[config.mk]
export PLATFORM = sky130hd
export DESIGN_NAME = apple_iie_timing_generator
export DESIGN_NICKNAME = d
export VERILOG_FILES = /design/src/rtl/apple_iie_timing_generator.sv
export SDC_FILE = /design/constraint.sdc
export NUM_CORES = 1
export LEC_CHECK = 0
export ABC_AREA = 1
export CAP_MARGIN = 15
export CORE_MARGIN = 10
export CORE_UTILIZATION = 39
export DETAILED_ROUTE_END_ITERATION = 16
export RECOVER_POWER = 100
export SLEW_MARGIN = 5
export SYNTH_ARGS = -nofsm -noshare
export SYNTH_HDL_FRONTEND = slang
export SYNTH_SLANG_ARGS = --single-unit
[constraint.sdc]
create_clock -name clk_14m -period 3.1 [get_ports clk_14m]
set_input_delay 0.93 -clock clk_14m [delete_from_list [all_inputs] [get_ports clk_14m]]
set_output_delay 0.93 -clock clk_14m [all_outputs]
set_load 0.01 [all_outputs]
[src/rtl/apple_iie_timing_generator.sv]
// Apple IIe master timing: 14M divider, CPU phase/strobe decode and DRAM strobes, scan counters.
// Define APPLE_IIE_TIMING_LONG_CYCLE_EN to stretch the h_count=64 cycle to 16 ticks.
module apple_iie_timing_generator (
  input  logic       clk_14m,
  input  logic       reset,
  output logic       clk_7m,
  output logic       cref,
  output logic       clk_phi_0,
  output logic       clk_phi_1,
  output logic       clk_q3,
  output logic       pras_n,
  output logic       pcas_n,
  output logic       ax,
  output logic       long_cycle,
  output logic [6:0] h_count,
  output logic [8:0] v_count
);

`ifdef APPLE_IIE_TIMING_LONG_CYCLE_EN
  localparam logic LONG_EN = 1'b1;
`else
  localparam logic LONG_EN = 1'b0;
`endif

  localparam logic [6:0] H_LAST = 7'd64;
  localparam logic [8:0] V_LAST = 9'd261;

  // Per-tick decode masks, bit n = level during tick n (active-low strobes stored as "low" masks).
  localparam logic [15:0] PHI0_MASK    = 16'hFF80;
  localparam logic [15:0] Q3_MASK      = 16'h078F;
  localparam logic [15:0] RAS_LOW_MASK = 16'hFE7C;
  localparam logic [15:0] CAS_LOW_MASK = 16'hF870;
  localparam logic [15:0] AX_MASK      = 16'h0387;

  logic [3:0] tick_reg, tick_next;
  logic [6:0] h_count_reg, h_count_next;
  logic [8:0] v_count_reg, v_count_next;
  logic       clk_7m_reg, cref_reg;
  logic       phi_0_reg, phi_1_reg, q3_reg, pras_n_reg, pcas_n_reg, ax_reg, long_cycle_reg;
  logic       long_now, long_next;
  logic [3:0] last_tick;

  always_comb begin
    long_now     = LONG_EN && (h_count_reg == H_LAST);
    last_tick    = long_now ? 4'd15 : 4'd13;
    tick_next    = tick_reg + 4'd1;
    h_count_next = h_count_reg;
    v_count_next = v_count_reg;
    if (tick_reg == last_tick) begin
      tick_next = 4'd0;
      if (h_count_reg == H_LAST) begin
        h_count_next = 7'd0;
        v_count_next = (v_count_reg == V_LAST) ? 9'd0 : v_count_reg + 9'd1;
      end else begin
        h_count_next = h_count_reg + 7'd1;
      end
    end
    long_next = LONG_EN && (h_count_next == H_LAST);
  end

  // Outputs decode the next tick so they change on the same edge as the counter.
  always_ff @(posedge clk_14m) begin
    if (reset) begin
      tick_reg       <= 4'd0;
      h_count_reg    <= 7'd0;
      v_count_reg    <= 9'd0;
      clk_7m_reg     <= 1'b0;
      cref_reg       <= 1'b0;
      phi_0_reg      <= 1'b0;
      phi_1_reg      <= 1'b1;
      q3_reg         <= 1'b1;
      pras_n_reg     <= 1'b1;
      pcas_n_reg     <= 1'b1;
      ax_reg         <= 1'b1;
      long_cycle_reg <= 1'b0;
    end else begin
      tick_reg       <= tick_next;
      h_count_reg    <= h_count_next;
      v_count_reg    <= v_count_next;
      clk_7m_reg     <= ~clk_7m_reg;
      // clk_7m doubles as the divider phase, so cref never depends on the tick counter.
      cref_reg       <= cref_reg ^ clk_7m_reg;
      phi_0_reg      <= PHI0_MASK[tick_next];
      phi_1_reg      <= ~PHI0_MASK[tick_next];
      q3_reg         <= Q3_MASK[tick_next];
      pras_n_reg     <= ~RAS_LOW_MASK[tick_next];
      pcas_n_reg     <= ~CAS_LOW_MASK[tick_next];
      ax_reg         <= AX_MASK[tick_next];
      long_cycle_reg <= long_next;
    end
  end

  assign clk_7m     = clk_7m_reg;
  assign cref       = cref_reg;
  assign clk_phi_0  = phi_0_reg;
  assign clk_phi_1  = phi_1_reg;
  assign clk_q3     = q3_reg;
  assign pras_n     = pras_n_reg;
  assign pcas_n     = pcas_n_reg;
  assign ax         = ax_reg;
  assign long_cycle = long_cycle_reg;
  assign h_count    = h_count_reg;
  assign v_count    = v_count_reg;

endmodule

==> out/qor.yml <==
status: "finished clean"
path_buf_inv: 3
root_buffer: "clkbuf_8"
powerDensity_nw_per_um2: 351
dr.pass1.iters: 4
timing_hold_violations_final: 0
required_ns: 3.27
nNetsFinal: 242
ff2ff_setup_slack_ns: 0.70
dieArea_um2: 6530
finalMaxSlewViolations: 0
hold_depth: 1
finalCritPeriodShare_pct: 78.3
crit_path_start_kind: "input pin"
grt_use_total_pct: 9.94
worstMarginPinSlew_ns: 1.02
ys_seq_elements: 27
dp.final_hpwl_um: 2360
die_x_um: 80.8
ir_drop_v: 0.000256
cts_tree: "done"
path_class: "in -> reg"
drt-initial-drc-count: 63
final_antenna_net_count: 0
grt_pass1_vias: 1206
fmax_mhz: 412
syn_area_um2: 1440
most-common-layout-cells: "55 x nand2_1, 30 x inv_1, 28 x nor2_1, 27 x dfxtp_1, 25 x dlygate4sd3_1"
drive_above_1_share_pct: 6.47
path_cells: "dlygate4sd3_1 > clkinv_1 > nand2_1 > inv_1 > nand2_1 > nor2_1"
worstSkewPairLatency_ns: 0.27
max_cap_viol_count: 0
cts_resized: 0
grt_pass1_wl_um: 5320
antenna_found_initial: 0
core-area_um2: 3610
io_buffers: 25
setup_slack_ns: 0.672
final_common_cell: "nand2_1"
post_cts_buffers: 0
place_congestion: 0.845
grt_max_degree: 18
fin_crit_ns: 2.43
holdCritStartpoint: "clk_7m"
r2r-end: "v_count[6]"
hp-class: "reg -> reg"
drcViolationCount: 0
fillers: 371
holdPathEnd: "clk_7m"
p_switching_w: 0.000144
cp_max_fo: 11
ys_types: 26
syn_inst: 207
grt-ovfl-total: 0
pwr-share-clk_pct: 33.4
cts_made_buffers: 3
clk_path_buf_depth: 2
path_common_cell: "nand2_1"
p_comb_share_pct: 7.7
yosysSeqAreaShare_pct: 37.5
tns_ns: 0
synth_edf_count: 0
crit_family: "buffers and inverters"
routed_via_density: 4.56
yosys_warnings: 0
cp_data_arrival_time_ns: 2.60
p_leak_nw: 0.831
ctsHoldBuffers: 0
routedWlPerCell_um: 10.9
dp_slack_ns: 0.567
max_slew_margin_pct: 31.8
synth-async-reset-ratio_pct: 0
rsz0062_at_grt: "false"
skew_ns: 0.00599
num_antenna_cells: 0
seqPwrFrac_pct: 58.8
rr_startpoint: "tick_reg[2]"
clk_pin_slew_ns: 0.09
drt-total-wl_um: 3050
avgSynthCellArea_um2: 6.97
synth_ff_type: "dfxtp_1"
setup_violations: 0
ff2ff_path_depth: 7
rows: 22
largest_register_ff_count: 9
start_util_pct: 40.0
internal-power_w: 0.000470
io_pins: 27
num_vias: 1278
endpoint_kind: "flop"
h-tree-depth: 1
die_h_um: 80.8
critPathSlowestCell: "dlygate4sd3_1"
switching_share_pct: 23.5
clock_sinks: 27
synth_nets: 216
cpPeakStageDelay_ns: 0.76
syn2layout_area_growth_pct: 21.2
## Yosys cell counts (3+ instances only)
cell	instances	area, um^2
nand2_1	53	199
inv_1	29	109
dfxtp_1	27	541
nor2_1	26	97.6
nand3_1	15	75.1
a21oi_1	9	45.0
ha_1	7	87.6
nand4_1	6	37.5
nand2_2	4	25.0
o21ai_0	4	20.0
inv_2	3	11.3
nand2_4	3	33.8
nor2_4	3	33.8
nor3_1	3	15.0
## power groups by stage
stage | clock, W | combinational (W) | sequential [W]
finish | 0.000205 | 0.0000476 | 0.000361
global route | 0.000236 | 0.0000549 | 0.000363
CTS | 0.000218 | 0.0000531 | 0.000362
detailed placement | 0 | 0.0000528 | 0.000370
global placement | 0 | 0.0000527 | 0.000370
floorplan | 0 | 0.0000306 | 0.000372
## cells by family after synthesis
| group | synth area share [%] |
|---|---|
| AOI/OAI and AO/OA | 5.90 |
| xor gates and xnor gates | 1.21 |
| adders and majority gates | 6.07 |
| buffers and inverters | 10.7 |
| DFF | 37.5 |
| other | 0.260 |
| and+or+nand+nor | 38.4 |
## metrics by stage
stage               hold WS, ns  total power [W]  std cells  utilization [%]  instance area [um^2]
floorplan                 0.459         0.000403        207                -                  1440
global placement          0.443         0.000422        276             47.8                  1720
detailed placement        0.443         0.000423        276             47.8                  1720
CTS                       0.479         0.000633        280             49.2                  1770
global route              0.498         0.000653        280             48.5                  1750
finish                    0.465         0.000614        280             48.5                  1750
## how the worst max path moves through the flow
stage                            from    endpoint  slack, ns  cells after the start
after floorplan                 reset  v_count[8]       1.57                      5
after global placement          reset  v_count[8]       0.62                      6
after detailed placement        reset  v_count[8]       0.57                      6
after CTS                  v_count[2]  v_count[2]       0.84                      1
after global routing      tick_reg[2]  v_count[6]       0.44                      7
final                           reset  h_count[6]       0.67                      6
## area by class of cell
| class | instances | area (um^2) | share of cell area [%] |
|---|---|---|---|
| Clock inverter | 1 | 8.76 | 0.501 |
| Timing Repair Buffer | 25 | 250 | 14.3 |
| Multi-Input combinational cell | 143 | 723 | 41.4 |
| Sequential cell | 27 | 541 | 30.9 |
| Inverter | 33 | 124 | 7.09 |
| Tap cell | 48 | 60.1 | 3.44 |
| Clock buffer | 3 | 41.3 | 2.36 |
## routing by layer
layer,global-route usage [%],wire (um),up-vias
li1,-,-,687
met1,11.2,1340,564
met2,17.2,1480,25
met3,3.42,206,2
met4,3.11,33,0
met5,0,0,-
## worst reg2reg max path: cells and delay by family, from the launching register on
kind / cells / cell delay, ns
buffers and inverters: 1 / 0.18
DFF: 1 / 0.41
and+or+nand+nor: 6 / 1.69
Power figures use the tool's default switching activity.
